[config.mk]
export PLATFORM = sky130hd
export DESIGN_NAME = image_proc_frame_sequencer_flat
export DESIGN_NICKNAME = d
export VERILOG_FILES = /design/src/rtl/image_proc_frame_sequencer_if.sv /design/src/rtl/image_proc_frame_sequencer.sv /design/src/flat_wrapper.sv
export SDC_FILE = /design/constraint.sdc
export NUM_CORES = 1
export LEC_CHECK = 0
export CORE_ASPECT_RATIO = 0.9
export CORE_MARGIN = 5
export CORE_UTILIZATION = 44
export DETAILED_ROUTE_END_ITERATION = 16
export GPL_TIMING_DRIVEN = 1
export PLACE_DENSITY = 0.77
export SLEW_MARGIN = 20
export SYNTH_ARGS = -nofsm -noshare
export SYNTH_HDL_FRONTEND = slang
export SYNTH_SLANG_ARGS = --single-unit
[constraint.sdc]
create_clock -name aclk -period 3.8 [get_ports aclk]
set_input_delay 0.95 -clock aclk [delete_from_list [all_inputs] [get_ports aclk]]
set_output_delay 0.95 -clock aclk [all_outputs]
set_load 0.01 [all_outputs]
[src/rtl/image_proc_frame_sequencer_if.sv]
// AXI4-Lite control-bus bundle between the frame sequencer (master) and the
// image_processor_top CONTROL_BUS slave.
interface image_proc_frame_sequencer_if #(
    parameter int unsigned ADDR_WIDTH = 5,
    parameter int unsigned DATA_WIDTH = 32
);
    logic [ADDR_WIDTH-1:0] m_axi_AWADDR;
    logic                  m_axi_AWVALID;
    logic                  m_axi_AWREADY;
    logic [DATA_WIDTH-1:0] m_axi_WDATA;
    logic [3:0]            m_axi_WSTRB;
    logic                  m_axi_WVALID;
    logic                  m_axi_WREADY;
    logic [1:0]            m_axi_BRESP;
    logic                  m_axi_BVALID;
    logic                  m_axi_BREADY;
    logic [ADDR_WIDTH-1:0] m_axi_ARADDR;
    logic                  m_axi_ARVALID;
    logic                  m_axi_ARREADY;
    logic [DATA_WIDTH-1:0] m_axi_RDATA;
    logic [1:0]            m_axi_RRESP;
    logic                  m_axi_RVALID;
    logic                  m_axi_RREADY;

    modport master (
        output m_axi_AWADDR, m_axi_AWVALID, m_axi_WDATA, m_axi_WSTRB, m_axi_WVALID,
               m_axi_BREADY, m_axi_ARADDR, m_axi_ARVALID, m_axi_RREADY,
        input  m_axi_AWREADY, m_axi_WREADY, m_axi_BRESP, m_axi_BVALID,
               m_axi_ARREADY, m_axi_RDATA, m_axi_RRESP, m_axi_RVALID
    );

    modport slave (
        input  m_axi_AWADDR, m_axi_AWVALID, m_axi_WDATA, m_axi_WSTRB, m_axi_WVALID,
               m_axi_BREADY, m_axi_ARADDR, m_axi_ARVALID, m_axi_RREADY,
        output m_axi_AWREADY, m_axi_WREADY, m_axi_BRESP, m_axi_BVALID,
               m_axi_ARREADY, m_axi_RDATA, m_axi_RRESP, m_axi_RVALID
    );
endinterface

[src/rtl/image_proc_frame_sequencer.sv]
// AXI4-Lite master that programs the image_processor_top core once per run and
// then starts it frame by frame, servicing its interrupt after each frame.
module image_proc_frame_sequencer #(
    parameter int unsigned ADDR_WIDTH     = 5,
    parameter int unsigned DATA_WIDTH     = 32,
    parameter int unsigned TIMEOUT_CYCLES = 2000000
) (
    input  logic        aclk,
    input  logic        areset,
    input  logic        start,
    input  logic        stop,
    input  logic [15:0] frame_rows,
    input  logic [15:0] frame_cols,
    input  logic [15:0] num_frames,
    input  logic        interrupt,
    image_proc_frame_sequencer_if.master axi,
    output logic        busy,
    output logic [15:0] frames_done,
    output logic        error,
    output logic [1:0]  err_code
);
    typedef enum logic [3:0] {
        StIdle, StWRows, StWCols, StWGie, StWIer, StWStart,
        StWaitIrq, StRStat, StWAck, StDoneChk
    } state_e;

    localparam logic [ADDR_WIDTH-1:0] RegCtrl = ADDR_WIDTH'(8'h00);
    localparam logic [ADDR_WIDTH-1:0] RegGie  = ADDR_WIDTH'(8'h04);
    localparam logic [ADDR_WIDTH-1:0] RegIer  = ADDR_WIDTH'(8'h08);
    localparam logic [ADDR_WIDTH-1:0] RegIsr  = ADDR_WIDTH'(8'h0C);
    localparam logic [ADDR_WIDTH-1:0] RegRows = ADDR_WIDTH'(8'h10);
    localparam logic [ADDR_WIDTH-1:0] RegCols = ADDR_WIDTH'(8'h14);
    localparam logic [DATA_WIDTH-1:0] One     = DATA_WIDTH'(1);
    localparam logic [31:0]           TmoLast = 32'(TIMEOUT_CYCLES) - 32'd1;

    state_e                state_q, state_d;
    logic [15:0]           cols_q, num_q, frames_q;
    logic                  err_q, stop_pend_q;
    logic [1:0]            code_q;
    logic [31:0]           tmo_q;
    logic                  awvalid_q, wvalid_q, aw_done_q, w_done_q, bready_q;
    logic                  arvalid_q, rready_q;
    logic [ADDR_WIDTH-1:0] awaddr_q;
    logic [DATA_WIDTH-1:0] wdata_q;

    logic                  aw_hs, w_hs, wr_done, ar_hs, rd_done, start_ok;
    logic                  err_set, ack_done, wr_issue, rd_issue;
    logic [1:0]            err_val;
    logic [ADDR_WIDTH-1:0] wr_addr;
    logic [DATA_WIDTH-1:0] wr_data;

    assign aw_hs    = awvalid_q & axi.m_axi_AWREADY;
    assign w_hs     = wvalid_q & axi.m_axi_WREADY;
    assign wr_done  = bready_q & axi.m_axi_BVALID;
    assign ar_hs    = arvalid_q & axi.m_axi_ARREADY;
    assign rd_done  = rready_q & axi.m_axi_RVALID;
    assign start_ok = (state_q == StIdle) & start;

    always_comb begin
        state_d  = state_q;
        err_set  = 1'b0;
        err_val  = 2'd0;
        ack_done = 1'b0;
        wr_issue = 1'b0;
        rd_issue = 1'b0;
        wr_addr  = '0;
        wr_data  = '0;
        unique case (state_q)
            StIdle: if (start) state_d = StWRows;
            StWRows, StWCols, StWGie, StWIer, StWStart, StWAck: begin
                if (wr_done) begin
                    if (axi.m_axi_BRESP != 2'b00) begin
                        state_d = StIdle;
                        err_set = 1'b1;
                        err_val = 2'd1;
                    end else begin
                        case (state_q)
                            StWRows:  state_d = StWCols;
                            StWCols:  state_d = StWGie;
                            StWGie:   state_d = StWIer;
                            StWIer:   state_d = StWStart;
                            StWStart: state_d = StWaitIrq;
                            default: begin
                                ack_done = 1'b1;
                                state_d  = StDoneChk;
                            end
                        endcase
                    end
                end
            end
            StWaitIrq: begin
                if (interrupt) begin
                    state_d = StRStat;
                end else if (TIMEOUT_CYCLES != 0 && tmo_q == TmoLast) begin
                    state_d = StIdle;
                    err_set = 1'b1;
                    err_val = 2'd2;
                end
            end
            StRStat: begin
                if (rd_done) begin
                    if (axi.m_axi_RRESP != 2'b00) begin
                        state_d = StIdle;
                        err_set = 1'b1;
                        err_val = 2'd1;
                    end else if (!axi.m_axi_RDATA[1]) begin
                        state_d = StIdle;
                        err_set = 1'b1;
                        err_val = 2'd3;
                    end else begin
                        state_d = StWAck;
                    end
                end
            end
            StDoneChk: begin
                if (stop_pend_q || (num_q != 16'd0 && frames_q == num_q)) state_d = StIdle;
                else state_d = StWStart;
            end
            default: state_d = StIdle;
        endcase

        // Every write/read state is entered from a different state, so entry issues the access.
        if (state_d != state_q) begin
            unique case (state_d)
                StWRows:  begin wr_issue = 1'b1; wr_addr = RegRows; wr_data = DATA_WIDTH'(frame_rows); end
                StWCols:  begin wr_issue = 1'b1; wr_addr = RegCols; wr_data = DATA_WIDTH'(cols_q); end
                StWGie:   begin wr_issue = 1'b1; wr_addr = RegGie;  wr_data = One; end
                StWIer:   begin wr_issue = 1'b1; wr_addr = RegIer;  wr_data = One; end
                StWStart: begin wr_issue = 1'b1; wr_addr = RegCtrl; wr_data = One; end
                StWAck:   begin wr_issue = 1'b1; wr_addr = RegIsr;  wr_data = One; end
                StRStat:  rd_issue = 1'b1;
                default:  ;
            endcase
        end
    end

    always_ff @(posedge aclk or posedge areset) begin
        if (areset) begin
            state_q     <= StIdle;
            cols_q      <= '0;
            num_q       <= '0;
            frames_q    <= '0;
            err_q       <= 1'b0;
            code_q      <= 2'd0;
            stop_pend_q <= 1'b0;
            tmo_q       <= '0;
        end else begin
            state_q <= state_d;
            if (start_ok) begin
                cols_q   <= frame_cols;
                num_q    <= num_frames;
                frames_q <= '0;
                err_q    <= 1'b0;
                code_q   <= 2'd0;
            end else begin
                if (ack_done) frames_q <= frames_q + 16'd1;
                if (err_set) begin
                    err_q  <= 1'b1;
                    code_q <= err_val;
                end
            end
            if (state_d == StIdle && state_q != StIdle) stop_pend_q <= 1'b0;
            else if (stop && (state_q != StIdle || start)) stop_pend_q <= 1'b1;
            if (state_q == StWStart) tmo_q <= '0;
            else if (state_q == StWaitIrq) tmo_q <= tmo_q + 32'd1;
        end
    end

    // AW and W retire independently; B is only accepted once both have been taken.
    always_ff @(posedge aclk or posedge areset) begin
        if (areset) begin
            awvalid_q <= 1'b0;
            wvalid_q  <= 1'b0;
            aw_done_q <= 1'b0;
            w_done_q  <= 1'b0;
            bready_q  <= 1'b0;
            awaddr_q  <= '0;
            wdata_q   <= '0;
            arvalid_q <= 1'b0;
            rready_q  <= 1'b0;
        end else begin
            if (wr_issue) begin
                awvalid_q <= 1'b1;
                wvalid_q  <= 1'b1;
                awaddr_q  <= wr_addr;
                wdata_q   <= wr_data;
                aw_done_q <= 1'b0;
                w_done_q  <= 1'b0;
                bready_q  <= 1'b0;
            end else begin
                if (aw_hs) begin
                    awvalid_q <= 1'b0;
                    aw_done_q <= 1'b1;
                end
                if (w_hs) begin
                    wvalid_q <= 1'b0;
                    w_done_q <= 1'b1;
                end
                if (wr_done) begin
                    bready_q  <= 1'b0;
                    aw_done_q <= 1'b0;
                    w_done_q  <= 1'b0;
                end else if ((aw_done_q | aw_hs) && (w_done_q | w_hs)) begin
                    bready_q <= 1'b1;
                end
            end
            if (rd_issue) begin
                arvalid_q <= 1'b1;
                rready_q  <= 1'b0;
            end else begin
                if (ar_hs) begin
                    arvalid_q <= 1'b0;
                    rready_q  <= 1'b1;
                end
                if (rd_done) rready_q <= 1'b0;
            end
        end
    end

    assign axi.m_axi_AWADDR  = awaddr_q;
    assign axi.m_axi_AWVALID = awvalid_q;
    assign axi.m_axi_WDATA   = wdata_q;
    assign axi.m_axi_WSTRB   = 4'hF;
    assign axi.m_axi_WVALID  = wvalid_q;
    assign axi.m_axi_BREADY  = bready_q;
    assign axi.m_axi_ARADDR  = RegCtrl;
    assign axi.m_axi_ARVALID = arvalid_q;
    assign axi.m_axi_RREADY  = rready_q;

    assign busy        = (state_q != StIdle);
    assign frames_done = frames_q;
    assign error       = err_q;
    assign err_code    = code_q;
endmodule

[src/flat_wrapper.sv]
// flat-port wrapper written by rule: the top's interface ports become plain ports
module image_proc_frame_sequencer_flat 
#(
    parameter int unsigned ADDR_WIDTH     = 5,
    parameter int unsigned DATA_WIDTH     = 32,
    parameter int unsigned TIMEOUT_CYCLES = 2000000
)
  (aclk, areset, start, stop, frame_rows, frame_cols, num_frames, interrupt, busy, frames_done, error, err_code, axi_m_axi_AWADDR, axi_m_axi_AWVALID, axi_m_axi_WDATA, axi_m_axi_WSTRB, axi_m_axi_WVALID, axi_m_axi_BREADY, axi_m_axi_ARADDR, axi_m_axi_ARVALID, axi_m_axi_RREADY, axi_m_axi_AWREADY, axi_m_axi_WREADY, axi_m_axi_BRESP, axi_m_axi_BVALID, axi_m_axi_ARREADY, axi_m_axi_RDATA, axi_m_axi_RRESP, axi_m_axi_RVALID);
  image_proc_frame_sequencer_if #(.ADDR_WIDTH(ADDR_WIDTH), .DATA_WIDTH(DATA_WIDTH)) axi_i ();
  input  logic aclk;
  input  logic areset;
  input  logic start;
  input  logic stop;
  input  logic [15:0] frame_rows;
  input  logic [15:0] frame_cols;
  input  logic [15:0] num_frames;
  input  logic interrupt;
  output logic busy;
  output logic [15:0] frames_done;
  output logic error;
  output logic [1:0] err_code;
  output wire logic [$bits(axi_i.m_axi_AWADDR)-1:0] axi_m_axi_AWADDR;
  output wire logic [$bits(axi_i.m_axi_AWVALID)-1:0] axi_m_axi_AWVALID;
  output wire logic [$bits(axi_i.m_axi_WDATA)-1:0] axi_m_axi_WDATA;
  output wire logic [$bits(axi_i.m_axi_WSTRB)-1:0] axi_m_axi_WSTRB;
  output wire logic [$bits(axi_i.m_axi_WVALID)-1:0] axi_m_axi_WVALID;
  output wire logic [$bits(axi_i.m_axi_BREADY)-1:0] axi_m_axi_BREADY;
  output wire logic [$bits(axi_i.m_axi_ARADDR)-1:0] axi_m_axi_ARADDR;
  output wire logic [$bits(axi_i.m_axi_ARVALID)-1:0] axi_m_axi_ARVALID;
  output wire logic [$bits(axi_i.m_axi_RREADY)-1:0] axi_m_axi_RREADY;
  input wire logic [$bits(axi_i.m_axi_AWREADY)-1:0] axi_m_axi_AWREADY;
  input wire logic [$bits(axi_i.m_axi_WREADY)-1:0] axi_m_axi_WREADY;
  input wire logic [$bits(axi_i.m_axi_BRESP)-1:0] axi_m_axi_BRESP;
  input wire logic [$bits(axi_i.m_axi_BVALID)-1:0] axi_m_axi_BVALID;
  input wire logic [$bits(axi_i.m_axi_ARREADY)-1:0] axi_m_axi_ARREADY;
  input wire logic [$bits(axi_i.m_axi_RDATA)-1:0] axi_m_axi_RDATA;
  input wire logic [$bits(axi_i.m_axi_RRESP)-1:0] axi_m_axi_RRESP;
  input wire logic [$bits(axi_i.m_axi_RVALID)-1:0] axi_m_axi_RVALID;
  assign axi_m_axi_AWADDR = axi_i.m_axi_AWADDR;
  assign axi_m_axi_AWVALID = axi_i.m_axi_AWVALID;
  assign axi_m_axi_WDATA = axi_i.m_axi_WDATA;
  assign axi_m_axi_WSTRB = axi_i.m_axi_WSTRB;
  assign axi_m_axi_WVALID = axi_i.m_axi_WVALID;
  assign axi_m_axi_BREADY = axi_i.m_axi_BREADY;
  assign axi_m_axi_ARADDR = axi_i.m_axi_ARADDR;
  assign axi_m_axi_ARVALID = axi_i.m_axi_ARVALID;
  assign axi_m_axi_RREADY = axi_i.m_axi_RREADY;
  assign axi_i.m_axi_AWREADY = axi_m_axi_AWREADY;
  assign axi_i.m_axi_WREADY = axi_m_axi_WREADY;
  assign axi_i.m_axi_BRESP = axi_m_axi_BRESP;
  assign axi_i.m_axi_BVALID = axi_m_axi_BVALID;
  assign axi_i.m_axi_ARREADY = axi_m_axi_ARREADY;
  assign axi_i.m_axi_RDATA = axi_m_axi_RDATA;
  assign axi_i.m_axi_RRESP = axi_m_axi_RRESP;
  assign axi_i.m_axi_RVALID = axi_m_axi_RVALID;
  image_proc_frame_sequencer #(.ADDR_WIDTH(ADDR_WIDTH), .DATA_WIDTH(DATA_WIDTH), .TIMEOUT_CYCLES(TIMEOUT_CYCLES)) u_core (.aclk(aclk), .areset(areset), .start(start), .stop(stop), .frame_rows(frame_rows), .frame_cols(frame_cols), .num_frames(num_frames), .interrupt(interrupt), .axi(axi_i), .busy(busy), .frames_done(frames_done), .error(error), .err_code(err_code));
endmodule
==> impl_metrics.py <==
metrics = {
    "routing": {
        "drt_iter0_drc": 335,
        "routed_wirelength_um": 15200,
        "viasPerCell": 5.32,
        "drc": 0,
        "ant_nets": 0,
        "vias": 4976,
        "avgRoutedWirePerCell_um": 16.2,
        "first_pass_iters": 6,
    },
    "run_status": {
        "status": "finished clean",
    },
    "cts": {
        "cts_setup_buffers": 0,
        "numClockSinks": 114,
        "cts_tree": "done",
        "cts.reportedPaths.clkPinSlew_ns": 0.05,
        "clk_path_buf_depth": 2,
        "htreeDepth": 4,
        "cts_buffers": 17,
        "hold_buffers": 0,
        "clock_latency_ns": 0.41,
        "cts-root-buf": "clkbuf_16",
        "cts_resized": 0,
    },
    "timing": {
        "fmax_mhz": 286,
        "timing.slew.headroom": 0.573,
        "drv_slew": 0,
        "skew_ns": 0.00667,
        "post-route-period-util": 0.921,
        "rsz0062_at_grt": "no",
        "setup_viol": 0,
        "tns_ns": 0,
        "fin_ws_ns": 0.300,
        "tightest_slew_ns": 0.632,
        "period_needed_ns": 3.50,
        "hold_viol_final": 0,
    },
    "pwr": {
        "power.switching_mw": 1.73,
        "seqPwrFrac": 0.338,
        "p_int_mw": 3.61,
        "p_comb_frac": 0.357,
        "p_per_area_nw_per_um2": 683,
        "swShare": 0.324,
        "peakVddDrop_uv": 437,
        "clockPowerShare": 0.305,
        "p_leak_nw": 3.47,
    },
    "worst_setup_path": {
        "crit_required_ns": 4.09,
        "endpoint": "u_core.axi.m_axi_WDATA[2]",
        "critPathKind": "in2reg",
        "worstReg2RegEnd": "u_core.tmo_q[30]",
        "end_kind": "flop",
        "r2r_start": "u_core.state_q[2]",
        "cp-startpoint": "interrupt",
        "crit_arrival_ns": 3.79,
        "ff2ff_setup_slack_ns": 0.48,
        "cp_max_fo": 19,
        "reg2reg_depth": 8,
        "startpoint_type": "primary input",
    },
    "synthesis": {
        "async_flop_share": 1.00,
        "ys_types": 61,
        "avgSynthCellArea_um2": 9.34,
        "yosysWarnings": 0,
        "syn_inst": 636,
        "ys_seq_elements": 114,
        "synth_edf_count": 0,
        "yosysSeqAreaShare": 0.480,
        "yosys_most_used_dff": "dfrtp_1",
        "syn_area_um2": 5940,
    },
    "grt": {
        "grtUsageMet1": 0.237,
        "overflow": 0,
        "grt_start_max_net_pins": 52,
        "use_met2": 0.323,
        "gr-usage-all-layers": 0.192,
        "grt_pass1_vias": 4982,
        "grt_pass1_wl_um": 24600,
        "busiest_layer": "met2",
        "grt_use_met3": 0.0599,
        "antenna_found_initial": 0,
    },
    "floorplan": {
        "die_h_um": 120,
        "row_count": 40,
        "core_area_um2": 13300,
        "die_area_um2": 15900,
        "chipWidth_um": 133,
        "initial_core_util": 0.446,
        "io_pins": 165,
    },
    "hold_path": {
        "holdCritPathClass": "reg2reg",
    },
    "run": {
        "drv_cap": 0,
    },
    "layout": {
        "fin_nets": 852,
        "fillCellCount": 1103,
        "area_delta_synth_final_pct": 31.6,
        "drive_above_1_share": 0.0924,
        "antenna_cells": 0,
    },
    "place": {
        "port_buffers": 106,
        "place_congestion": 0.870,
        "pre_cts_slack_ns": -0.102,
        "post-dp-hpwl_um": 10700,
    },
}
[worst min path at each step]
stage | startpoint | to | slack (ns) | cells after the start
floorplan | u_core.cols_q[10] | u_core.cols_q[10] | 0.45 | 2
global placement | u_core.cols_q[13] | u_core.cols_q[13] | 0.46 | 2
detailed placement | u_core.cols_q[7] | u_core.cols_q[7] | 0.46 | 2
CTS | u_core.cols_q[7] | u_core.cols_q[7] | 0.48 | 2
global route | u_core.cols_q[7] | u_core.cols_q[7] | 0.50 | 2
finish | u_core.cols_q[7] | u_core.cols_q[7] | 0.48 | 2
[cell families (layout without fill, tap and decap cells)]
family          count (synthesis)  in the layout  share of synthesized area
fa+ha+maj                       2              2                    0.00421
compound gates                 98             98                      0.118
simple gates                  289            289                      0.232
flops                         114            114                      0.480
buf+inv                        72            179                     0.0684
xor+xnor                       31             31                     0.0457
other cells                     2             27                    0.00126
mux                            28             28                     0.0509
[Yosys cell counts, drive strengths merged (3+ instances only)]
cell type / instances / area [um^2]
and2: 5 / 31.3
inv: 15 / 56.3
a21oi: 14 / 73.8
buf: 41 / 290
nand4: 13 / 81.3
nor4: 10 / 77.6
mux2: 18 / 203
o21ai: 25 / 125
a22o: 18 / 158
dfrtp: 114 / 2850
nor3b: 3 / 27.5
nand2b: 6 / 37.5
nor3: 12 / 71.3
nand3: 25 / 125
o211ai: 9 / 67.6
and3: 8 / 50.1
or3: 9 / 56.3
xor2: 9 / 78.8
nor4b: 3 / 26.3
nor2: 40 / 153
mux2i: 10 / 100
clkbuf: 16 / 60.1
xnor2: 22 / 193
o31ai: 11 / 82.6
a21o: 3 / 22.5
nor2b: 3 / 18.8
nand2: 141 / 529
[per-stage QoR]
step	total power, mW	hold slack (ns)	instances	area [um^2]	util
global route	5.64	0.497	936	7820	0.587
finish	5.34	0.475	936	7820	0.587
CTS	5.37	0.477	936	7820	0.587
detailed placement	3.73	0.463	905	7210	0.542
floorplan	3.00	0.447	661	6040	-
global placement	3.65	0.462	905	7210	0.542
[state kept, by name (all words and copies together) (netlist names), 2 cells and up]
name	flops
u_core.tmo_q	32
u_core.axi.m_axi_WDATA	16
u_core.cols_q	16
u_core.frames_done	16
u_core.num_q	16
u_core.state_q	4
u_core.axi.m_axi_AWADDR	3
u_core.err_code	2
[metal layers]
metal  part of all wire  up-vias
met5                  0        -
met4              0.017        0
met3              0.056       19
met2               0.50      168
met1               0.42     2387
li1                   -     2402
[cell usage in the layout (no fill, tap or decap), drive strengths merged, types with 3 or more instances in the layout]
cell type,count
nor3,12
nor4,10
nor2,40
dfrtp,114
nor2b,3
and2,5
buf,27
a21o,3
nand3,25
or3,9
o31ai,11
bufinv,3
nor3b,3
nand4,13
clkbuf,22
clkinv,5
mux2,18
nand2,141
o211ai,9
o21ai,25
a21oi,14
nand2b,6
inv,14
xor2,9
and3,8
clkdlybuf4s50,106
xnor2,22
mux2i,10
nor4b,3
a22o,18
conb,27
[area by class of cell]
cell class                 count  area (um^2)  share of cell area
tap                          168          210              0.0269
clock inverter                 9          130              0.0166
timing repair buffer         133         1310               0.168
sequential                   114         2850               0.365
inverter                      15         60.1             0.00768
clock buffer                  22          474              0.0606
multi-input combinational    475         2780               0.355
[worst max-delay path: stages]
cell	delay (ns)
clkdlybuf4s50_1	0.45
and4bb_2	0.30
nand4_1	0.14
nor4_4	0.36
a21oi_2	0.11
or4_1	0.60
a211oi_4	0.30
buf_12	0.21
mux2_1	0.35
[power groups by stage]
stage	Clock, mW	Sequential, mW	Combinational, mW
global placement	0	1.80	1.85
finish	1.63	1.80	1.91
detailed placement	0	1.82	1.91
CTS	1.65	1.80	1.92
floorplan	0	1.77	1.23
global route	1.72	1.84	2.08
(Power assumes the default switching activity.)
